**src/rtl/rx_initiated_point_test_rx_pkg.sv**
```systemverilog
// Shared codes for the RX-initiated data-to-clock point test.
// The TX-side initiator uses the same sideband message codes and comparator encodings.
package rx_initiated_point_test_rx_pkg;

  localparam logic [3:0] SB_START_REQ        = 4'd1;
  localparam logic [3:0] SB_START_RESP       = 4'd2;
  localparam logic [3:0] SB_LFSR_CLR_REQ     = 4'd3;
  localparam logic [3:0] SB_LFSR_CLR_RESP    = 4'd4;
  localparam logic [3:0] SB_COUNT_DONE_REQ   = 4'd5;
  localparam logic [3:0] SB_COUNT_DONE_RESP  = 4'd6;
  localparam logic [3:0] SB_END_REQ          = 4'd7;
  localparam logic [3:0] SB_END_RESP         = 4'd8;

  localparam logic [1:0] CW_IDLE    = 2'b00;
  localparam logic [1:0] CW_CLEAR   = 2'b01;
  localparam logic [1:0] CW_COMPARE = 2'b10;

  typedef enum logic [2:0] {
    S_IDLE,
    S_WAIT_CLR,
    S_COMPARE,
    S_WAIT_END,
    S_TEST_FINISHED
  } pt_state_e;

endpackage

```
**src/rtl/rx_initiated_point_test_rx_if.sv**
```systemverilog
// Sideband link between the SB decoder/wrapper (master) and the point-test responder (slave).
interface rx_initiated_point_test_rx_if #(
  parameter int SB_MSG_WIDTH = 4
);
  logic                    i_rx_msg_valid;
  logic [SB_MSG_WIDTH-1:0] i_decoded_SB_msg;
  logic                    i_sb_burst_count;
  logic                    i_falling_edge_busy;
  logic                    i_tx_valid;
  logic [SB_MSG_WIDTH-1:0] o_encoded_SB_msg_rx;
  logic                    o_valid_rx;

  modport master (
    output i_rx_msg_valid, i_decoded_SB_msg, i_sb_burst_count, i_falling_edge_busy, i_tx_valid,
    input  o_encoded_SB_msg_rx, o_valid_rx
  );

  modport slave (
    input  i_rx_msg_valid, i_decoded_SB_msg, i_sb_burst_count, i_falling_edge_busy, i_tx_valid,
    output o_encoded_SB_msg_rx, o_valid_rx
  );
endinterface

```
**src/rtl/rx_initiated_point_test_rx_resp_queue.sv**
```systemverilog
// One-entry response queue feeding the SB wrapper; a response waits while the wrapper is busy
// or owned by the TX sibling, and the newest pushed code wins if two ever collide.
module rx_initiated_point_test_rx_resp_queue #(
  parameter int SB_MSG_WIDTH = 4
) (
  input  logic                    i_clk,
  input  logic                    i_rst_n,
  input  logic                    i_en,
  input  logic                    i_push,
  input  logic [SB_MSG_WIDTH-1:0] i_push_code,
  input  logic                    i_tx_valid,
  input  logic                    i_falling_edge_busy,
  output logic [SB_MSG_WIDTH-1:0] o_code,
  output logic                    o_valid,
  output logic                    o_pending
);

  logic [SB_MSG_WIDTH-1:0] pend_code;

  always_ff @(posedge i_clk or negedge i_rst_n) begin
    if (!i_rst_n) begin
      o_code    <= '0;
      o_valid   <= 1'b0;
      o_pending <= 1'b0;
      pend_code <= '0;
    end else if (!i_en) begin
      o_code    <= '0;
      o_valid   <= 1'b0;
      o_pending <= 1'b0;
    end else begin
      if (o_valid && i_falling_edge_busy && !i_tx_valid)
        o_valid <= 1'b0;
      if (i_push) begin
        if (!o_valid && !i_tx_valid) begin
          o_valid   <= 1'b1;
          o_code    <= i_push_code;
          o_pending <= 1'b0;
        end else begin
          o_pending <= 1'b1;
          pend_code <= i_push_code;
        end
      end else if (o_pending && !o_valid && !i_tx_valid) begin
        o_valid   <= 1'b1;
        o_code    <= pend_code;
        o_pending <= 1'b0;
      end
    end
  end

endmodule

```
**src/rtl/rx_initiated_point_test_rx.sv**
```systemverilog
// Responder FSM of the RX-initiated data-to-clock point test: answers sideband requests,
// drives the pattern comparator and latches per-lane results.
//   state           | meaning
//   S_IDLE          | waiting for START request
//   S_WAIT_CLR      | START answered, waiting for LFSR clear request
//   S_COMPARE       | comparator clearing (1 cycle) then comparing
//   S_WAIT_END      | results latched, waiting for END request
//   S_TEST_FINISHED | done held until enable drops
module rx_initiated_point_test_rx
  import rx_initiated_point_test_rx_pkg::*;
#(
  parameter int SB_MSG_WIDTH   = 4,
  parameter int NUM_LANES      = 16,
  parameter int TIMEOUT_CYCLES = 8000
) (
  input  logic                     i_clk,
  input  logic                     i_rst_n,
  input  logic                     i_rx_d2c_pt_en,
  rx_initiated_point_test_rx_if.slave sb,
  input  logic [NUM_LANES-1:0]     i_per_lane_error,
  output logic [1:0]               o_comparator_cw,
  output logic                     o_burst_count,
  output logic [NUM_LANES-1:0]     o_lane_results,
  output logic                     o_timeout,
  output logic                     o_rx_d2c_pt_done_rx
);

  localparam int CNT_W = $clog2(TIMEOUT_CYCLES + 1);

  pt_state_e               state;
  logic [CNT_W-1:0]        wd_cnt;
  logic                    wd_expired;
  logic                    msg_ok;
  logic                    req_start, req_clr, req_cnt_done, req_end;
  logic                    resp_push;
  logic [SB_MSG_WIDTH-1:0] resp_code;
  logic                    resp_pending;

  assign msg_ok       = sb.i_rx_msg_valid && i_rx_d2c_pt_en;
  assign req_start    = msg_ok && (sb.i_decoded_SB_msg == SB_MSG_WIDTH'(SB_START_REQ));
  assign req_clr      = msg_ok && (sb.i_decoded_SB_msg == SB_MSG_WIDTH'(SB_LFSR_CLR_REQ));
  assign req_cnt_done = msg_ok && (sb.i_decoded_SB_msg == SB_MSG_WIDTH'(SB_COUNT_DONE_REQ));
  assign req_end      = msg_ok && (sb.i_decoded_SB_msg == SB_MSG_WIDTH'(SB_END_REQ));
  assign wd_expired   = (wd_cnt == CNT_W'(TIMEOUT_CYCLES - 1));

  // Only the request expected in the current state produces a response.
  always_comb begin
    resp_push = 1'b0;
    resp_code = '0;
    case (state)
      S_IDLE:     if (req_start)    begin resp_push = 1'b1; resp_code = SB_MSG_WIDTH'(SB_START_RESP);      end
      S_WAIT_CLR: if (req_clr)      begin resp_push = 1'b1; resp_code = SB_MSG_WIDTH'(SB_LFSR_CLR_RESP);   end
      S_COMPARE:  if (req_cnt_done) begin resp_push = 1'b1; resp_code = SB_MSG_WIDTH'(SB_COUNT_DONE_RESP); end
      S_WAIT_END: if (req_end)      begin resp_push = 1'b1; resp_code = SB_MSG_WIDTH'(SB_END_RESP);        end
      default: ;
    endcase
  end

  always_ff @(posedge i_clk or negedge i_rst_n) begin
    if (!i_rst_n) begin
      state               <= S_IDLE;
      wd_cnt              <= '0;
      o_comparator_cw     <= CW_IDLE;
      o_burst_count       <= 1'b0;
      o_lane_results      <= '0;
      o_timeout           <= 1'b0;
      o_rx_d2c_pt_done_rx <= 1'b0;
    end else begin
      o_timeout <= 1'b0;
      if (!i_rx_d2c_pt_en) begin
        state               <= S_IDLE;
        wd_cnt              <= '0;
        o_comparator_cw     <= CW_IDLE;
        o_rx_d2c_pt_done_rx <= 1'b0;
      end else begin
        case (state)
          S_IDLE: begin
            if (req_start) begin
              state          <= S_WAIT_CLR;
              wd_cnt         <= '0;
              o_burst_count  <= sb.i_sb_burst_count;
              o_lane_results <= '0;
            end
          end
          S_WAIT_CLR: begin
            if (req_clr) begin
              state           <= S_COMPARE;
              wd_cnt          <= '0;
              o_comparator_cw <= CW_CLEAR;
            end else if (wd_expired) begin
              state           <= S_IDLE;
              wd_cnt          <= '0;
              o_timeout       <= 1'b1;
              o_comparator_cw <= CW_IDLE;
            end else begin
              wd_cnt <= wd_cnt + 1'b1;
            end
          end
          S_COMPARE: begin
            if (o_comparator_cw == CW_CLEAR)
              o_comparator_cw <= CW_COMPARE;
            if (req_cnt_done) begin
              state           <= S_WAIT_END;
              wd_cnt          <= '0;
              o_comparator_cw <= CW_IDLE;
              o_lane_results  <= i_per_lane_error;
            end else if (!resp_pending) begin
              // A clear response stuck behind the TX sibling must not eat into the compare window.
              if (wd_expired) begin
                state           <= S_IDLE;
                wd_cnt          <= '0;
                o_timeout       <= 1'b1;
                o_comparator_cw <= CW_IDLE;
              end else begin
                wd_cnt <= wd_cnt + 1'b1;
              end
            end
          end
          S_WAIT_END: begin
            if (req_end) begin
              state               <= S_TEST_FINISHED;
              wd_cnt              <= '0;
              o_rx_d2c_pt_done_rx <= 1'b1;
            end else if (wd_expired) begin
              state           <= S_IDLE;
              wd_cnt          <= '0;
              o_timeout       <= 1'b1;
              o_comparator_cw <= CW_IDLE;
            end else begin
              wd_cnt <= wd_cnt + 1'b1;
            end
          end
          S_TEST_FINISHED: o_rx_d2c_pt_done_rx <= 1'b1;
          default: begin
            state  <= S_IDLE;
            wd_cnt <= '0;
          end
        endcase
      end
    end
  end

  rx_initiated_point_test_rx_resp_queue #(
    .SB_MSG_WIDTH(SB_MSG_WIDTH)
  ) u_resp_queue (
    .i_clk              (i_clk),
    .i_rst_n            (i_rst_n),
    .i_en               (i_rx_d2c_pt_en),
    .i_push             (resp_push),
    .i_push_code        (resp_code),
    .i_tx_valid         (sb.i_tx_valid),
    .i_falling_edge_busy(sb.i_falling_edge_busy),
    .o_code             (sb.o_encoded_SB_msg_rx),
    .o_valid            (sb.o_valid_rx),
    .o_pending          (resp_pending)
  );

endmodule

```
**src/flat_wrapper.sv**
```systemverilog
// flat-port wrapper written by rule: the top's interface ports become plain ports
module rx_initiated_point_test_rx_flat import rx_initiated_point_test_rx_pkg::*;
#(
  parameter int SB_MSG_WIDTH   = 4,
  parameter int NUM_LANES      = 16,
  parameter int TIMEOUT_CYCLES = 8000
)
  (i_clk, i_rst_n, i_rx_d2c_pt_en, i_per_lane_error, o_comparator_cw, o_burst_count, o_lane_results, o_timeout, o_rx_d2c_pt_done_rx, sb_i_rx_msg_valid, sb_i_decoded_SB_msg, sb_i_sb_burst_count, sb_i_falling_edge_busy, sb_i_tx_valid, sb_o_encoded_SB_msg_rx, sb_o_valid_rx);
  rx_initiated_point_test_rx_if #(.SB_MSG_WIDTH(SB_MSG_WIDTH)) sb_i ();
  input  logic i_clk;
  input  logic i_rst_n;
  input  logic i_rx_d2c_pt_en;
  input  logic [NUM_LANES-1:0] i_per_lane_error;
  output logic [1:0] o_comparator_cw;
  output logic o_burst_count;
  output logic [NUM_LANES-1:0] o_lane_results;
  output logic o_timeout;
  output logic o_rx_d2c_pt_done_rx;
  input wire logic [$bits(sb_i.i_rx_msg_valid)-1:0] sb_i_rx_msg_valid;
  input wire logic [$bits(sb_i.i_decoded_SB_msg)-1:0] sb_i_decoded_SB_msg;
  input wire logic [$bits(sb_i.i_sb_burst_count)-1:0] sb_i_sb_burst_count;
  input wire logic [$bits(sb_i.i_falling_edge_busy)-1:0] sb_i_falling_edge_busy;
  input wire logic [$bits(sb_i.i_tx_valid)-1:0] sb_i_tx_valid;
  output wire logic [$bits(sb_i.o_encoded_SB_msg_rx)-1:0] sb_o_encoded_SB_msg_rx;
  output wire logic [$bits(sb_i.o_valid_rx)-1:0] sb_o_valid_rx;
  assign sb_i.i_rx_msg_valid = sb_i_rx_msg_valid;
  assign sb_i.i_decoded_SB_msg = sb_i_decoded_SB_msg;
  assign sb_i.i_sb_burst_count = sb_i_sb_burst_count;
  assign sb_i.i_falling_edge_busy = sb_i_falling_edge_busy;
  assign sb_i.i_tx_valid = sb_i_tx_valid;
  assign sb_o_encoded_SB_msg_rx = sb_i.o_encoded_SB_msg_rx;
  assign sb_o_valid_rx = sb_i.o_valid_rx;
  rx_initiated_point_test_rx #(.SB_MSG_WIDTH(SB_MSG_WIDTH), .NUM_LANES(NUM_LANES), .TIMEOUT_CYCLES(TIMEOUT_CYCLES)) u_core (.i_clk(i_clk), .i_rst_n(i_rst_n), .i_rx_d2c_pt_en(i_rx_d2c_pt_en), .sb(sb_i), .i_per_lane_error(i_per_lane_error), .o_comparator_cw(o_comparator_cw), .o_burst_count(o_burst_count), .o_lane_results(o_lane_results), .o_timeout(o_timeout), .o_rx_d2c_pt_done_rx(o_rx_d2c_pt_done_rx));
endmodule
```
**config.mk**
```make
export PLATFORM = sky130hd
export DESIGN_NAME = rx_initiated_point_test_rx_flat
export DESIGN_NICKNAME = d
export VERILOG_FILES = /design/src/rtl/rx_initiated_point_test_rx_pkg.sv /design/src/rtl/rx_initiated_point_test_rx_if.sv /design/src/rtl/rx_initiated_point_test_rx_resp_queue.sv /design/src/rtl/rx_initiated_point_test_rx.sv /design/src/flat_wrapper.sv
export SDC_FILE = /design/constraint.sdc
export NUM_CORES = 1
export LEC_CHECK = 0
export ABC_AREA = 0
export BUFFER_PORTS_ARGS = -buffer_cell sky130_fd_sc_hd__buf_2
export CORE_ASPECT_RATIO = 1.25
export CORE_MARGIN = 1.5
export CORE_UTILIZATION = 55
export DETAILED_ROUTE_END_ITERATION = 16
export PLACE_DENSITY = 0.88
export SLEW_MARGIN = 20
export SYNTH_ARGS = -nofsm -noshare
export SYNTH_HDL_FRONTEND = slang
export SYNTH_HIERARCHICAL = 1
export SYNTH_SLANG_ARGS = --single-unit
```
**constraint.sdc**
```tcl
create_clock -name i_clk -period 3 [get_ports i_clk]
set_input_delay 0.3 -clock i_clk [delete_from_list [all_inputs] [get_ports i_clk]]
set_output_delay 0.3 -clock i_clk [all_outputs]
set_load 0.05 [all_outputs]
```
Yosys cells after proc, flatten, opt, wreduce, memory -nomap -nowiden:

Cells that the tools add are included.

* register bits: 47
* latch bits: 0
* memory bits (writable): 0
* memory bits (read-only): 0
* output and inout port bits: 26
* memories kept: 0

* $add $sub $neg: 1
* multipliers: 0
* divide/modulo/power cells: 0
* $lt $le $gt $ge: 0
* equality and inequality tests: 21
* shifts and indexed selects: 0
* muxes and demuxes: 61
* bitwise logic cells: 1
* reduce and logical (&&, ||, !) cells: 21

Operator list (number)
* 2-to-1 mux 13 bit: 7
* case mux 13 bit (5 select lines): 1
* 2-to-1 mux 16 bit: 2
* case mux 16 bit (2 select lines): 1
* 2-to-1 mux 3 bit: 9
* 2-to-1 mux 1 bit: 21
* 2-to-1 mux 4 bit: 5
* 2-to-1 mux 2 bit: 9
* case mux 4 bit (4 select lines): 1
* case mux 3 bit (5 select lines): 1
* adder 13 x 1 -> 13 bit (second input constant): 1
* == test 13 bit (second input constant): 1
* logical AND 1 bit: 10
* AND reduction 3 bit: 3
* == test 4 x 3 -> 1 bit (second input constant): 2
* == test 3 x 2 -> 1 bit (second input constant): 2
* != test 3 x 1 -> 1 bit (second input constant): 2
* != test 3 x 2 -> 1 bit (second input constant): 2
* != test 3 bit (second input constant): 2
* case mux 2 bit (3 select lines): 1
* AND reduction 2 bit: 3
* == test 4 x 1 -> 1 bit (second input constant): 1
* == test 4 x 2 -> 1 bit (second input constant): 1
* != test 2 x 1 -> 1 bit (second input constant): 2
* other kinds (14): 15

Logic depth before layout (Yosys ltp):

* depth in word-level cells: 7
* mapped depth: 9
* gate-level depth less buffers: 8

By module:

The synthesis kept the hierarchy.

By module, submodules not included
* rx_initiated_point_test_rx: times used 1, cells each 235, area each 2198.4 um2, seq. area each 925.9 um2
* rx_initiated_point_test_rx_resp_queue: times used 1, cells each 36, area each 493.0 um2, seq. area each 250.2 um2

Worst setup path before layout:

No wires, ideal clock.

* kind: register -> register
* start: reg u_core.wd_cnt[0]
* end: reg u_core.wd_cnt[7]
* library setup time: 126 ps
* data arrival time: 1857 ps
* required time: 2874 ps
* setup slack: 1017 ps
* cell stages (with the launch flop): 8
* path buffers: 1
* path through: dfrtp_1 -> ha_1 -> nand3_2 -> or4_4 -> buf_6 -> o2111ai_4 -> nor2_4 -> a221o_1

* longest elaborated chain between the ends: 6
* elaborated cells between the ends (all ways): 9

Ends and longest elaborated chain
* start: declaration: line rx_initiated_point_test_rx.sv:31 `logic [CNT_W-1:0] wd_cnt;`
* start signal: assignment: line rx_initiated_point_test_rx.sv:96 `wd_cnt <= wd_cnt + 1'b1;`
* start signal: assignment: line rx_initiated_point_test_rx.sv:115 `wd_cnt <= wd_cnt + 1'b1;`
* start signal: assignment: line rx_initiated_point_test_rx.sv:130 `wd_cnt <= wd_cnt + 1'b1;`
* adder 13 x 1 -> 13 bit or == test 13 bit (tied branches)
* 2-to-1 mux 13 bit *: line rx_initiated_point_test_rx.sv:90, rx_initiated_point_test_rx.sv:109, rx_initiated_point_test_rx.sv:124
* 2-to-1 mux 13 bit: line rx_initiated_point_test_rx.sv:107 `end else if (!resp_pending) begin`
* 2-to-1 mux 13 bit: line rx_initiated_point_test_rx.sv:102 `if (req_cnt_done) begin`
* case mux 13 bit (5 select lines) *: line rx_initiated_point_test_rx.sv:76 `case (state)`
* 2-to-1 mux 13 bit *: line rx_initiated_point_test_rx.sv:70 `if (!i_rx_d2c_pt_en) begin`

Mark *: on every way between the ends. The rest lies on a longest branch, timed or not. The select of a mux whose other input is x is not followed.
A chain may end at the register's enable or synchronous reset.

Final worst setup path:

Ends and elaborated chain as after synthesis.

==> impl_metrics.csv <==
group,metric,value,unit
sta,worst_pin_slew,0.602,ns
die,start_util,0.569,
sta,rsz0062_at_grt,"no",
placement,dp_slack,0.812,ns
cts,cts_max_level,2,
sta,tns,0,ns
sta,setup_viol,0,
synthesis,yosysSeqAreaShare,0.437,
synthesis,synth-seq-cells,47,
sta,min_period,2.18,ns
cts,postCtsSetupBuffers,0,
setup_path,max_stage_delay,0.66,ns
cts,hold_buffers,0,
setup_path,cp_cell_sequence,"ha_1, nand3_2, or4_4, o2111ai_4, nor2_4, a221o_1",
cts,cts_buffers,5,
final_layout,register_area,1180,µm²
synthesis,synth_cell_type_count,64,
global_routing,grt_pass1_vias,1984,
sta,fin_crit_sh,0.727,
setup_path,path_class,"reg -> reg",
detailed_routing,ant_nets,0,
power,internal_power,889,µW
power,p_leak,0.00146,µW
setup_path,cp_max_fo,10,
detailed_routing,vias,2222,
placement,port_buffers,52,
final_layout,drive_above_1_share,0.322,
die,fp.coreArea,4730,µm²
power,total_power,1240,µW
detailed_routing,first_pass_iters,4,
power,power.switching_fraction,0.281,
power,comb_power_share,0.134,
final_layout,n_antenna_cell,0,
synthesis,yosysWarnings,6,
cts,cts.clk_slew.worst_paths,0.09,ns
die,placementRows,28,
synthesis,synth_ff_type,"dfrtp_1",
setup_path,crit_path_start_kind,"register",
synthesis,synth.avg_cell_area,9.93,µm²
detailed_routing,routed_wl,5500,µm
setup_path,crit_slowest_cell,"or4_4",
global_routing,grt_pass1_wl,8950,µm
sta,setup_ws,0.819,ns
placement,place_inst,372,
cts,cts_sinks,47,
global_routing,overflow,0,
detailed_routing,via_per_inst,5.85,
sta,hold_viol_final,0,
die,ios,53,
final_layout,fin_nets,347,
die,die_area,5320,µm²
synthesis,synth_area,2690,µm²
detailed_routing,drc,0,
die,dieHeight,81.2,µm
cts,root_buffer,"clkbuf_8",
power,ir_drop,0.000183,V
sta,fmax,459,MHz
global_routing,grt_use_total,0.215,
setup_path,ff2ff_path_depth,6,
sta,final_max_slew_viol_count,0,
run_status,status,"finished clean",
cts,clk-insertion-delay-late,0.30,ns
global_routing,antenna_found_initial,0,
synthesis,synthCells,271,
final_layout,num-fill-cells,380,
final_layout,multi_input_area,1360,µm²
synthesis,synth_edf_count,0,
cts,cts_tree,"built",
setup_path,worstPathRequired,3.19,ns
power,p_switching,348,µW
final_layout,final_cells,380,
flow_run,drv_cap,0,
sta,maxSlewHeadroom,0.599,
synthesis,synth-async-reset-ratio,1.00,
power,power.density,409,nW/µm²
placement,gp_congestion,0.935,
setup_path,end_kind,"register",
detailed_routing,drtIter0Drc,153,
power,seqPwrFrac,0.541,
cts,cts_buffer_depth,2,
cts,ctsResizeCount,0,
detailed_routing,wire_per_inst,14.5,µm
die,die_w,65.6,µm
worst_hold_path,hp-class,"in -> async",
power,clkPwrFrac,0.325,
setup_path,critical_path_arrival,2.37,ns
placement,dp_hpwl,3890,µm
global_routing,grt_max_degree,48,
sta,skew,0.00504,ns
final_layout,areaGrowthSynthToFinish,12.4,%
-- layer usage --
| layer | track usage | share of wire |
|---|---|---|
| met1 | 0.271 | 0.43 |
| met2 | 0.382 | 0.51 |
| met3 | 0.0388 | 0.055 |
| met4 | 0.0563 | 0.0045 |
| met5 | 0 | 0 |
-- cells by family (layout without fill, tap and decap cells) --
| kind of cell | after synthesis | count (layout) | synth area share |
|---|---|---|---|
| mux | 10 | 10 | 0.0456 |
| simple gates | 115 | 115 | 0.230 |
| xor+xnor | 2 | 2 | 0.00651 |
| other cells | 1 | 2 | 0.00139 |
| compound gates | 71 | 71 | 0.214 |
| flops | 47 | 47 | 0.437 |
| buf+inv | 24 | 72 | 0.0604 |
| fa+ha+maj | 1 | 1 | 0.00465 |
-- flip-flops by register name (all words and copies together), names as in the netlist --
register	cells
u_core/o_timeout	1
u_core/u_resp_queue/o_code	4
u_core/o_rx_d2c_pt_done_rx	1
u_core/state	3
u_core/u_resp_queue/o_valid	1
u_core/o_lane_results	16
u_core/wd_cnt	13
u_core/o_comparator_cw	2
u_core/u_resp_queue/o_pending	1
u_core/u_resp_queue/pend_code	4
u_core/o_burst_count	1
-- layout make-up --
| cell class | count | share of cell area |
|---|---|---|
| multi-input cells | 201 | 0.448 |
| flip-flops and latches | 47 | 0.389 |
| repair buffers | 55 | 0.0943 |
| clock buffers | 6 | 0.0273 |
| well taps | 60 | 0.0248 |
| inverters | 9 | 0.0112 |
| clock inverters | 2 | 0.00538 |
-- final timing paths --
kind | startpoint | end | slack, ns
worst max-delay path | u_core/wd_cnt[0] | u_core/wd_cnt[7] | 0.82
worst max register to register | u_core/wd_cnt[0] | u_core/wd_cnt[7] | 0.82
min in group i_clk | i_per_lane_error[1] | u_core/o_lane_results[1] | 0.23
max in group asynchronous | i_rst_n | u_core/o_lane_results[5] | 2.59
worst min-delay path | i_rst_n | u_core/u_resp_queue/pend_code[0] | 0.002
worst min register to register | u_core/o_lane_results[10] | u_core/o_lane_results[10] | 0.48
-- worst max-delay path: cells and delay by family (launching register included) --
kind | cells | cell delay [ns]
AND/OR/NAND/NOR | 3 | 0.92
AO/OA/AOI/OAI | 2 | 0.47
flip-flops | 1 | 0.43
adder cells (fa/ha/maj) | 1 | 0.25
-- stage by stage --
step | util | hold WS [ns] | cell area (µm²)
finish | 0.640 | 0.00155 | 3030
global route | 0.640 | 0.0409 | 3030
CTS | 0.639 | 0.219 | 3020
detailed placement | 0.618 | 0.460 | 2920
global placement | 0.618 | 0.454 | 2920
floorplan | - | 0.00441 | 2700
-- power by group through the flow --
stage / sequential (µW) / clock, µW / combinational, µW
floorplan: 726 / 0 / 57.9
global placement: 678 / 0 / 163
detailed placement: 681 / 0 / 166
CTS: 669 / 419 / 167
global route: 670 / 438 / 180
finish: 669 / 402 / 166
-- layout by cell type (no fill, tap or decap), types with 3 or more instances in the layout --
| cell type | synthesis | layout |
|---|---|---|
| nand3_1 | 7 | 7 |
| or3_1 | 3 | 3 |
| o211a_1 | 4 | 4 |
| nor3_1 | 4 | 4 |
| nor2_1 | 19 | 19 |
| inv_1 | 9 | 9 |
| dfrtp_1 | 47 | 47 |
| nand4_1 | 7 | 7 |
| o21ai_1 | 6 | 6 |
| a21oi_1 | 3 | 3 |
| o2bb2ai_1 | 5 | 5 |
| mux2i_1 | 4 | 4 |
| o21ai_0 | 14 | 14 |
| nand2_1 | 46 | 46 |
| a22o_1 | 4 | 4 |
| buf_2 | 2 | 51 |
| nand2b_1 | 3 | 3 |
| a31oi_1 | 4 | 4 |
| buf_4 | 0 | 4 |
| clkbuf_8 | 1 | 6 |
| o21ai_2 | 13 | 13 |
| mux2_4 | 4 | 4 |
| nor4_1 | 4 | 4 |
-- cells in the mapped netlist (5+ instances only) --
cell type  number  area share
dfrtp_1        47        0.44
o21ai_1         6       0.011
nand2_1        46       0.064
o21ai_2        13       0.042
nand3_1         7       0.013
buf_6           8       0.033
nand4_1         7       0.016
o2bb2ai_1       5       0.016
nor2_1         19       0.026
o21ai_0        14       0.026
inv_1           9       0.013
No activity file was read; power rests on OpenSTA's default activity.
